==> src/rtl/tmds_encoder_pipe_if.sv <==
// tmds_encoder_pipe_if
// Pixel-side and character-side signals of one TMDS encoder channel.
//   de    : data enable, 1 = video data, 0 = control period
//   din   : 8-bit pixel data (used while de=1)
//   ctrl  : 2-bit control code (used while de=0)
//   dout  : 10-bit TMDS character, bit 0 transmitted first
//   de_q  : de delayed to line up with dout
// master = pixel source / character sink, slave = encoder.
interface tmds_encoder_pipe_if;
    logic       de;
    logic [7:0] din;
    logic [1:0] ctrl;
    logic [9:0] dout;
    logic       de_q;

    modport master (output de, din, ctrl, input dout, de_q);
    modport slave  (input de, din, ctrl, output dout, de_q);
endinterface

==> src/rtl/tmds_encoder_pipe.sv <==
// tmds_encoder_pipe
// Two-stage 8b/10b TMDS encoder for one DVI/HDMI channel.
//   stage 1: transition minimisation (XOR/XNOR chain), registers q_m, its
//            ones count, de and ctrl
//   stage 2: DC balancing against a signed running disparity count, or
//            control-character selection during blanking
// Ports:
//   clk  : pixel clock
//   rst  : synchronous reset, active-high
//   bus  : tmds_encoder_pipe_if.slave (de, din, ctrl in; dout, de_q out)
// Latency is two clocks from input sample to dout/de_q, one character per clock.
module tmds_encoder_pipe #(
    parameter logic [9:0] CTRL0 = 10'b1101010100,
    parameter logic [9:0] CTRL1 = 10'b0010101011,
    parameter logic [9:0] CTRL2 = 10'b0101010100,
    parameter logic [9:0] CTRL3 = 10'b1010101011
) (
    input  logic                  clk,
    input  logic                  rst,
    tmds_encoder_pipe_if.slave    bus
);

    logic [3:0]        n1_din;
    logic              use_xnor;
    logic [8:0]        q_m;
    logic [3:0]        n1_qm;

    logic              de_s1;
    logic [1:0]        ctrl_s1;
    logic [8:0]        q_m_s1;
    logic [3:0]        n1q_s1;

    logic [9:0]        dout_r;
    logic              de_q_r;
    logic signed [4:0] cnt;

    logic [9:0]        dout_n;
    logic signed [4:0] cnt_n;
    logic signed [5:0] n1q_w;
    logic signed [5:0] n0q_w;
    logic signed [5:0] diff_w;
    logic signed [5:0] cnt_w;
    logic signed [5:0] sum_w;

    // Stage 1: choose the chain operator that minimises transitions.
    always_comb begin
        n1_din = 4'd0;
        for (int i = 0; i < 8; i++) begin
            n1_din = n1_din + {3'b000, bus.din[i]};
        end
        use_xnor = (n1_din > 4'd4) || ((n1_din == 4'd4) && !bus.din[0]);
        q_m      = 9'd0;
        q_m[0]   = bus.din[0];
        for (int i = 1; i < 8; i++) begin
            q_m[i] = use_xnor ? ~(q_m[i-1] ^ bus.din[i]) : (q_m[i-1] ^ bus.din[i]);
        end
        q_m[8] = ~use_xnor;
        n1_qm  = 4'd0;
        for (int i = 0; i < 8; i++) begin
            n1_qm = n1_qm + {3'b000, q_m[i]};
        end
    end

    always_ff @(posedge clk) begin
        if (rst) begin
            de_s1   <= 1'b0;
            ctrl_s1 <= 2'b00;
            q_m_s1  <= 9'd0;
            n1q_s1  <= 4'd0;
        end else begin
            de_s1   <= bus.de;
            ctrl_s1 <= bus.ctrl;
            q_m_s1  <= q_m;
            n1q_s1  <= n1_qm;
        end
    end

    // Stage 2: disparity arithmetic is carried in 6 bits and truncated to the
    // 5-bit counter; the running value never leaves [-10, 10].
    always_comb begin
        dout_n = CTRL0;
        cnt_n  = 5'sd0;
        n1q_w  = signed'({2'b00, n1q_s1});
        n0q_w  = 6'sd8 - n1q_w;
        diff_w = n1q_w - n0q_w;
        cnt_w  = {cnt[4], cnt};
        sum_w  = cnt_w;
        if (!de_s1) begin
            case (ctrl_s1)
                2'b00:   dout_n = CTRL0;
                2'b01:   dout_n = CTRL1;
                2'b10:   dout_n = CTRL2;
                default: dout_n = CTRL3;
            endcase
            cnt_n = 5'sd0;
        end else begin
            if ((cnt == 5'sd0) || (n1q_s1 == 4'd4)) begin
                // Balanced word or fresh start: bit 9 only encodes whether to invert.
                dout_n = {~q_m_s1[8], q_m_s1[8], q_m_s1[8] ? q_m_s1[7:0] : ~q_m_s1[7:0]};
                sum_w  = q_m_s1[8] ? (cnt_w + diff_w) : (cnt_w - diff_w);
            end else if ((!cnt[4] && (n1q_s1 > 4'd4)) || (cnt[4] && (n1q_s1 < 4'd4))) begin
                // Word would push disparity further the same way: send it inverted.
                dout_n = {1'b1, q_m_s1[8], ~q_m_s1[7:0]};
                sum_w  = cnt_w + (q_m_s1[8] ? 6'sd2 : 6'sd0) - diff_w;
            end else begin
                dout_n = {1'b0, q_m_s1[8], q_m_s1[7:0]};
                sum_w  = cnt_w + diff_w - (q_m_s1[8] ? 6'sd0 : 6'sd2);
            end
            cnt_n = signed'(sum_w[4:0]);
        end
    end

    always_ff @(posedge clk) begin
        if (rst) begin
            dout_r <= CTRL0;
            de_q_r <= 1'b0;
            cnt    <= 5'sd0;
        end else begin
            dout_r <= dout_n;
            de_q_r <= de_s1;
            cnt    <= cnt_n;
        end
    end

    assign bus.dout = dout_r;
    assign bus.de_q = de_q_r;

endmodule

==> src/flat_wrapper.sv <==
// flat-port wrapper written by rule: the top's interface ports become plain ports
module tmds_encoder_pipe_flat 
#(
    parameter logic [9:0] CTRL0 = 10'b1101010100,
    parameter logic [9:0] CTRL1 = 10'b0010101011,
    parameter logic [9:0] CTRL2 = 10'b0101010100,
    parameter logic [9:0] CTRL3 = 10'b1010101011
)
  (clk, rst, bus_de, bus_din, bus_ctrl, bus_dout, bus_de_q);
  tmds_encoder_pipe_if bus_i ();
  input  logic clk;
  input  logic rst;
  input wire logic [$bits(bus_i.de)-1:0] bus_de;
  input wire logic [$bits(bus_i.din)-1:0] bus_din;
  input wire logic [$bits(bus_i.ctrl)-1:0] bus_ctrl;
  output wire logic [$bits(bus_i.dout)-1:0] bus_dout;
  output wire logic [$bits(bus_i.de_q)-1:0] bus_de_q;
  assign bus_i.de = bus_de;
  assign bus_i.din = bus_din;
  assign bus_i.ctrl = bus_ctrl;
  assign bus_dout = bus_i.dout;
  assign bus_de_q = bus_i.de_q;
  tmds_encoder_pipe #(.CTRL0(CTRL0), .CTRL1(CTRL1), .CTRL2(CTRL2), .CTRL3(CTRL3)) u_core (.clk(clk), .rst(rst), .bus(bus_i));
endmodule
==> config.mk <==
export PLATFORM = sky130hd
export DESIGN_NAME = tmds_encoder_pipe_flat
export DESIGN_NICKNAME = d
export VERILOG_FILES = /design/src/rtl/tmds_encoder_pipe_if.sv /design/src/rtl/tmds_encoder_pipe.sv /design/src/flat_wrapper.sv
export SDC_FILE = /design/constraint.sdc
export NUM_CORES = 1
export LEC_CHECK = 0
export ABC_CLOCK_PERIOD_IN_PS = 7690
export CORE_MARGIN = 1
export CORE_UTILIZATION = 30
export DETAILED_ROUTE_END_ITERATION = 10
export PLACE_DENSITY = 0.62
export SYNTH_ARGS = -nofsm -noshare
export SYNTH_HDL_FRONTEND = slang
export SYNTH_SLANG_ARGS = --single-unit
==> constraint.sdc <==
create_clock -name clk -period 7.69 [get_ports clk]
set_input_delay 2.307 -clock clk [delete_from_list [all_inputs] [get_ports clk]]
set_output_delay 2.307 -clock clk [all_outputs]
set_load 0.01 [all_outputs]
# ---- Word-level counts from Yosys, hierarchy flattened
# Index checks and enable logic that the tools add are counted.
dict set report op_classes {
  addsub 21
  n_lt_le_gt_ge 3
  eq_ne 4
  muxes 17
  n_bitwise 18
  reduce_logical 11
}
# op count
set op_table {}
lappend op_table {{4-bit by 1-bit adder with 4-bit output} 12}
lappend op_table {{10-bit two-way mux} 3}
lappend op_table {{10-bit one-hot mux with 3 select lines} 1}
lappend op_table {{5-bit subtractor} 4}
lappend op_table {{5-bit two-way mux} 3}
lappend op_table {{1-bit inverter} 10}
lappend op_table {{4-bit by 3-bit == test with 1-bit output (second input constant)} 2}
lappend op_table {{4-bit by 3-bit > comparator with 1-bit output (second input constant)} 2}
lappend op_table {{8-bit two-way mux} 1}
lappend op_table {{8-bit inverter} 1}
lappend op_table {{1-bit two-way mux} 7}
lappend op_table {{1-bit XOR} 7}
lappend op_table {{5-bit by 3-bit adder with 5-bit output} 1}
lappend op_table {{5-bit adder} 1}
lappend op_table {{5-bit zero test} 1}
lappend op_table {{4-bit by 4-bit subtractor with 5-bit output (first input constant)} 1}
lappend op_table {{1-bit by 1-bit adder with 2-bit output} 2}
lappend op_table {{4-bit by 3-bit < comparator with 1-bit output (second input constant)} 1}
lappend op_table {{2-bit two-way mux} 2}
lappend op_table {{1-bit logical AND} 3}
lappend op_table {{1-bit logical OR} 3}
lappend op_table {{2-bit by 1-bit == test with 1-bit output (second input constant)} 1}
lappend op_table {{2-bit == test (second input constant)} 1}
lappend op_table {{1-bit zero test} 2}
lappend op_table {{2 further kinds} 2}
dict set report totals {
  reg_bits 32
  output_inout_bits 11
  elab_cells 81
}

# ---- Logic depth before layout (Yosys ltp)
dict set report depth {
  word_depth 30
  ltp_mapped 21
}

# ---- Worst setup path after synthesis
# Ideal clock, no wire load.
dict set report synth_path {
  path_type {input-to-reg}
  from {in bus_din[0]}
  to {reg u_core.n1q_s1[2]}
  setup_time_ps 128
  arrival_time_ps 7496
  path_slack_ps 66
  cell_stages 21
  n_path_buf 0
  path_cell_list {ha_1 -> inv_1 -> fa_1 -> fa_1 -> inv_1 -> fa_1 -> fa_1 -> nor3b_1 -> o21ai_0 -> a21oi_4 -> xnor2_1 -> ha_1 -> inv_1 -> fa_1 -> inv_1 -> fa_1 -> inv_1 -> fa_1 -> fa_1 -> xor2_1 -> nor2_1}
}
dict set report synth_between {
  elab_chain_len 30
  word_cells_on_any_way 40
  cone_classes {14 x add/sub; 1 x order compare; 1 x eq/ne; 7 x mux; 14 x bitwise; 3 x reduce/logical}
}
# element line
set synth_lines {}
lappend synth_lines {{start, declared} flat_wrapper.sv:14} ;# input wire logic [$bits(bus_i.din)-1:0] bus_din;
lappend synth_lines {{parallel branches: the longest is 10 deep, another holds 4-bit by 1-bit adder with 4-bit output} -}
lappend synth_lines {{1-bit two-way mux (*)} tmds_encoder_pipe.sv:55} ;# q_m[i] = use_xnor ? ~(q_m[i-1] ^ bus.din[i]) : (q_m[i-1] ^ bus.din[i]);
lappend synth_lines {{named net u_core.q_m[1]} tmds_encoder_pipe.sv:25} ;# logic [8:0] q_m;
lappend synth_lines {{parallel branches: the longest is 18 deep, another holds 4-bit by 1-bit adder with 4-bit output} -}
lappend synth_lines {{4-bit by 1-bit adder with 4-bit output (*)} tmds_encoder_pipe.sv:60} ;# n1_qm = n1_qm + {3'b000, q_m[i]};
lappend synth_lines {{end signal, assigned} tmds_encoder_pipe.sv:74} ;# n1q_s1 <= n1_qm;
lappend synth_lines {{end, declared} tmds_encoder_pipe.sv:31} ;# logic [3:0] n1q_s1;
# Mark *: on every way through the listed nets, which the timed path passes.
# A chain may end at the register's enable or synchronous reset.

# ---- Worst setup path in the final report
dict set report layout_path {
  from {in bus_din[2]}
  to {reg u_core.n1q_s1[1]}
}
dict set report layout_between {
  elab_chain_len 29
  word_cells_on_any_way 36
  cone_classes {13 x add/sub; 1 x order compare; 1 x eq/ne; 7 x mux; 12 x bitwise; 2 x reduce/logical}
}
# element line
set layout_lines {}
lappend layout_lines {{4-bit by 1-bit adder with 4-bit output (*) (6 in series)} tmds_encoder_pipe.sv:49} ;# n1_din = n1_din + {3'b000, bus.din[i]};
lappend layout_lines {{parallel branches: the longest is 2 deep, another holds 4-bit by 3-bit > comparator with 1-bit output} -}
lappend layout_lines {{1-bit logical OR (*)} tmds_encoder_pipe.sv:51} ;# use_xnor = (n1_din > 4'd4) || ((n1_din == 4'd4) && !bus.din[0]);
lappend layout_lines {{1-bit two-way mux (*)} tmds_encoder_pipe.sv:55}
lappend layout_lines {{named net u_core.q_m[1]} tmds_encoder_pipe.sv:25}
lappend layout_lines {{parallel branches: the longest is 18 deep, another holds 4-bit by 1-bit adder with 4-bit output} -}
lappend layout_lines {{4-bit by 1-bit adder with 4-bit output (*)} tmds_encoder_pipe.sv:60}
# Marks and branches as above.

==> results.md <==
- The flow ran to the end, and the final reports show no timing, DRC or antenna violations.
- The data required time of the critical path is between 7 and 8 ns.
- The core region area is 6870 sq um.
- The worst register-to-register path begins at u_core.n1q_s1[0].
- The count of routing violations after the opening detailed-route iteration is 46.
- For this run, the detailed router's first-pass iteration total came to 6.
- The number of antenna violations at the first check in global routing came to 0.
- The antenna diode count is 0.
- The worst slew slack as a fraction of its limit is about 52%.
- The multi-input gate area in the final layout is roughly 1400 sq um.
- The last weighted congestion value of the routability-driven placer is roughly 0.80.
- Among all stages on the critical path, the largest delay is contributed by fa_2.
- The share of the yosys chip area belonging to registers is approximately 29%.
- The clock passes through at most 2 buffers.
- Summed over all instances, the cell type with the most area after synthesis is dfxtp_1.
- At the placement stage, the worst setup path has a slack of -0.564 ns.
- The largest stage delay on the critical path is between 0.5 and 0.6 ns.
- The overall routing resource usage is between 10% and 20%.
- The number of buffer and inverter stages on the critical path is 6.
- The first global-routing pass estimated between 7000 and 8000 um of wire.
- The initialized floorplan defines 30 standard-cell rows.
- The startpoint of the worst setup timing path is bus_din[2].
- The signal on the critical path passes through clkdlybuf4s50_1 -> inv_1 -> fa_1 -> fa_1 -> inv_1 -> fa_2 -> fa_1 -> nor3b_2 -> o21ai_2 -> a21oi_4 -> xnor2_2 -> ha_1 -> inv_1 -> fa_1 -> inv_1 -> fa_1 -> inv_1 -> fa_2 -> fa_2 -> nor2_1.
- In this run, synthesis inferred 0 flip-flops with an integrated enable.
- The endpoint of the worst-slack reg-to-reg timing path is u_core.cnt[4].
- The worst setup path is launched from an input port.
- The number of I/O pins is 24.
- The area enclosed by the die boundary is around 7500 sq um.
- The via count of the first global-routing pass came to 1,584.
- In this run, distinct cell masters in the synthesized netlist total 42.
- The number of vias after detailed routing is 1,590.
- The total wirelength of the detailed-routed design is ~4000 um.
- Setup repair after global routing left no endpoint under its margin.
- The logic depth of the worst setup path including buffers is 20.
- The design draws between 800 and 900 uW.
- The synthesis-to-finish area growth is 24.8%.
- The final-report setup violation count is 0.
- The worst setup slack for register-to-register paths is 5.32 ns.
- The final period utilization is between 90 and 100%.
- In the layout the commonest cells are 32 x inv_1, 31 x dfxtp_1, 23 x ha_1.
- Summing all non-filler instances in the final layout gives an area of 2690 sq um.
- In this run the worst path has a maximum fanout of 2.
- Clock tree synthesis selected as its root buffer the cell clkbuf_8.
- Yosys attributes the largest share of cell area to dfxtp_1 29%, ha_1 14%, fa_1 11%.
- The CTS buffer count is 5.
- Entering global routing, the biggest net connects 23 pins.
- The initial utilization of the core area, before any placement, comes to between 30% and 40%.
- The gate family responsible for the most delay along the worst path is adder cells.
- The layout net count is roughly 320.
- The die is just under 90 um wide.
- The worst-margin pin slew is just over 0.7 ns.
- The average cell area after synthesis is 9.31 sq um.
- Based on the critical path, the design can be clocked at up to between 0.1 and 0.15 GHz.
- The mapped netlist covers 2150 sq um.
- TritonCTS built the clock tree.
- Of all flip-flops after synthesis, the portion carrying an async set or reset was 0%.
- For this design the static power due to leakage is roughly 0.0012 uW.
- The flip-flop cell with the highest count after synthesis is dfxtp_1.
- Once placement finished, the instance area stood at 2540 sq um.
- Across the run, the number of max-cap violations was 0.
- The number of nets in the synthesized netlist is 280.
- The final core utilization is approximately two fifths.
- Clock latency on the worst-skew pair, taken at its later pin, is 0.28 ns.
- For the worst setup path, the data arrival time is between 7 and 8 ns.
- The hold path startpoint is u_core.q_m_s1[3].
- The final critical-path setup slack is 0.207 ns.
- CTS saw 31 sinks.
- The worst setup path is captured at a register.
- The number of synthesis warnings is 0.
- Clock skew on the completed layout was measured at approximately 0.0026 ns.
- Along the worst hold path, the cell count comes to 2.
- Of the cells placed in the final design, the portion with a size suffix greater than 1 is about 14%.
- VDD sags by at most roughly 92 uV.
- After technology mapping, the gate count stands at approximately 230.
- The detail-routed net length per standard cell is ~11 um.
- After detailed routing, the number of vias per cell comes to around 4.4.
- In this run, synthesis produced a sequential element count of 31.
- The count of input and output buffers is 23.
- The number of failing hold endpoints at the final stage was 0.
- The max-slew violation total from the final report is 0.
- From bottom edge to top edge, the die measures slightly below 90 um.
- The detailed placement HPWL is between 3000 and 4000 um.
- Counting the fill cells in the layout gives around 710.
- The critical path class is in -> reg.
- The number of H-tree branching levels is 2.
- The library cell used most frequently in the layout, excluding fill and tap cells, is inv_1.
- The type of the most critical hold path is reg -> reg.
- For this run the aggregate overflow at the end of global routing stands at 0.
- The DRC violation count after routing is 0.
- After synthesis, the largest area contributor takes up between 20% and 30% of total cell area.
- The power density over the cells is ~320 nW/um^2.
- The number of cell instances on the worst register-to-register path is 7.
- The final period demand of the worst path is 7.48 ns.
- Once detail routing completed, the nets flagged for antenna violations numbered 0.
- The end of the worst hold path is u_core.bus.dout[3].
- The clock slew seen by the registers of the worst setup and hold paths is around 0.060 ns.
- In the final layout, flip-flops and latches occupy around 620 sq um.
==> area by class of cell <==
| cell class | instances | share of cell area (%) |
|---|---|---|
| multi-input combinational | 165 | 53.6 |
| sequential | 31 | 23.1 |
| timing repair buffer | 32 | 11.3 |
| inverter | 32 | 4.47 |
| tap | 96 | 4.47 |
| clock buffer | 7 | 2.84 |
| clock inverter | 1 | 0.186 |
==> worst max path at each step <==
stage | end
floorplan | u_core.n1q_s1[2]
global placement | u_core.n1q_s1[2]
detailed placement | u_core.n1q_s1[2]
CTS | u_core.n1q_s1[2]
global route | u_core.n1q_s1[1]
finish | u_core.n1q_s1[1]
==> cell usage after synthesis (3+ instances only) <==
| cell | number |
|---|---|
| a211oi_1 | 5 |
| a21oi_1 | 15 |
| and3_1 | 3 |
| clkbuf_1 | 3 |
| dfxtp_1 | 31 |
| fa_1 | 12 |
| ha_1 | 24 |
| inv_1 | 32 |
| nand2_1 | 6 |
| nand3b_1 | 6 |
| nor2_1 | 17 |
| nor2b_1 | 10 |
| nor3b_1 | 5 |
| o21ai_0 | 14 |
| or2_2 | 4 |
| xnor2_1 | 11 |
| xnor2_2 | 3 |
| xor2_1 | 4 |
==> routing by layer <==
metal	vias to the layer above	global-route usage [%]	part of all wire, %
met5	-	0	0
met4	0	4.09	1.1
met3	5	1.90	2.2
met2	28	19.8	47
met1	719	15.5	50
li1	838	-	-
==> where the power goes <==
group	internal (uW)	switching [uW]
Sequential	193	27.1
Combinational	256	279
Clock	63.2	52.5
Total	512	359
==> flip-flops by register name, summed over array words and instances (netlist names) <==
register / count
u_core.ctrl_s1: 2
u_core.n1q_s1: 4
u_core.cnt: 4
u_core.q_m_s1: 9
u_core.bus.dout: 10
u_core.de_s1: 1
u_core.bus.de_q: 1
==> cells by family after synthesis <==
kind of cell / count (synthesis) / synth area share, %
XOR/XNOR: 19 / 9.13
AO/OA/AOI/OAI: 49 / 14.5
AND/OR/NAND/NOR: 60 / 15.5
multiplexers: 1 / 0.698
buffers and inverters: 35 / 6.11
adder cells (fa/ha/maj): 36 / 25.1
flip-flops: 31 / 28.9
==> metrics by stage <==
stage          std cells  hold WS (ns)  setup TNS (ns)
6_report             364         0.490               0
5_1_grt              364         0.528               0
4_1_cts              363         0.493        -0.00326
3_5_place_dp         354         0.480           -1.45
3_3_place_gp         354         0.476          -0.782
2_1_floorplan        231         0.447               0
==> worst min-delay path, stage by stage, from the launching register on <==
cell and delay [ns]:
dfxtp_1 0.31, o21ai_0 0.06, a21oi_1 0.07
==> timing repair <==
action	in CTS	in global routing
resized for setup	7	4
endpoints found under the setup margin	2	2
hold endpoints to repair	0	0
pin swaps	4	4
hold buffers	0	0
setup buffers	1	1
Power figures use the tool's default switching activity.
==> patch: new RTL, same flow settings <==
Make the reset (`rst`) asynchronous in 2 clocked blocks. Comments in the files are not updated.
--- a/src/rtl/tmds_encoder_pipe.sv
+++ b/src/rtl/tmds_encoder_pipe.sv
@@ -61,7 +61,7 @@
         end
     end
 
-    always_ff @(posedge clk) begin
+    always_ff @(posedge clk or posedge rst) begin
         if (rst) begin
             de_s1   <= 1'b0;
             ctrl_s1 <= 2'b00;
@@ -110,7 +110,7 @@
         end
     end
 
-    always_ff @(posedge clk) begin
+    always_ff @(posedge clk or posedge rst) begin
         if (rst) begin
             dout_r <= CTRL0;
             de_q_r <= 1'b0;
Check against the original RTL: differs if rst is asserted again (counterexample within 4 cycles, from zero or initial values and one cycle with rst high); with rst held inactive, the same outputs for 10 cycles.
==> patch against the original RTL <==
- synthesized area is 0.93% lower
- synthesized cell count is 17% lower
- design area is 2.7% lower
- largest power group unchanged
- sequential cell count stayed put
- wire length is 6.9% lower
- via count is 14% lower
- setup slack worse by 0.086 ns
- largest cell class unchanged
- maximum frequency is 1.1% lower
- power is 36% higher
- utilization is 0.85 points lower
- critical path type unchanged
==> patch: results (changes against the original RTL) <==
Largest stage delay on the critical path: 0.50 ns (-0.02 ns). Following the worst setup path forward leads to its endpoint at u_core.n1q_s1[1]. The run gives 240 (-14%) as the net count after synthesis.

In the synthesized netlist the dominant register cell turns out to be sky130_fd_sc_hd__dfrtp_1. Reported combinational group power: 0.000772 W (+44%). The internal power contribution was 0.000695 W (+36%); the xor/xnor share of the synthesized area was 12.6% (+3.4 points). The count of instances resized after the clock tree is built is 0 (-7). The area fraction in compound gates after synthesis was 9.86% (-4.7 points). The logs give 32 (+39%) for the largest net degree at the start of global routing and 0.796 (-0.26%) for the weighted congestion reported at the end of routability-driven placement. The tightest slew margin relative to the limit came out at 23.9% (-28 points).

The portion of netlist area occupied by mux cells works out to 0.705% (+0.0066 points). The number of placed cells counting well taps was 312 (-12%); the synthesized netlist cell count was 191 (-17%). The share of final-layout standard cells stronger than drive strength 1 came out at 13.3% (-0.47 points).

The run finished with clean final reports. The worst register-to-register path begins at u_core.q_m_s1[8]. The first-pass detailed-route iteration total was 4 (-2).

Overall track demand over capacity in global routing: 11.3% (-0.57 points). The minimum setup slack after placement was -0.239 ns (+0.324 ns); the number of global-route vias before repair was 1457 (-8.0%). The estimated wirelength of the detail-placed design came out at 2900 um (-12%). The tools report the total length of routed wires as 3700 um (-6.9%).

The data arrival time at the worst-slack endpoint was 7.78 ns (+0.16 ns). The number of fillers in the final layout is 682 (-3.4%), and the power of the clock network is 0.000129 W (+11%). The tools report the clock skew after layout as 0.00784 ns (+0.00523 ns).

The run gives 0.000283 W (+29%) as the power consumed by sequential cells. The final core area utilization came out at 38.2% (-0.85 points). By area the synthesized netlist is led by sky130_fd_sc_hd__dfrtp_1 (31%), sky130_fd_sc_hd__ha_1 (14%), sky130_fd_sc_hd__fa_1 (11%).

The most critical setup path has its startpoint at bus_din[1]. The number of nets in the final layout is 273 (-14%), and the post-synthesis cell type count is 38 (-9.5%). The worst voltage drop across the vdd grid was 0.121 mV (+31%); the total number of vias was 1371 (-14%). The tools report the reported leakage power as 1.20 nW (+0.24%).

The total setup buffers inserted after CTS is 0 (-1). The slowest stage of the critical path belongs to the cell sky130_fd_sc_hd__fa_1. Ratio of routed vias to standard cells: 4.27 (-2.2%).
## patch: cell types whose count changed after synthesis, moves of 3 or more
cell                       change
sky130_fd_sc_hd__o21ai_0      -10
sky130_fd_sc_hd__nand3b_1      -5
sky130_fd_sc_hd__dfstp_2       +5
sky130_fd_sc_hd__nor2_1       -12
sky130_fd_sc_hd__dfxtp_1      -31
sky130_fd_sc_hd__xnor2_1       +9
sky130_fd_sc_hd__dfrtp_1      +26
sky130_fd_sc_hd__or2_2         -3
sky130_fd_sc_hd__nor2b_1       -7
sky130_fd_sc_hd__a211oi_1      -4
## patch: cell type report
cell class                 count  share of cell area [%]
multi-input combinational    123                    46.5
sequential                    31                    29.9
timing repair buffer          29                    10.6
inverter                      34                    4.89
tap                           96                    4.60
clock buffer                   7                    3.30
clock inverter                 1                   0.192
## patch: metal layers
| metal | track usage, % | share of wire, % |
|---|---|---|
| met5 | 0 | 0 |
| met2 | 19.6 | 52 |
| met3 | 2.10 | 2.3 |
| met4 | 4.70 | 1.8 |
| met1 | 13.8 | 44 |
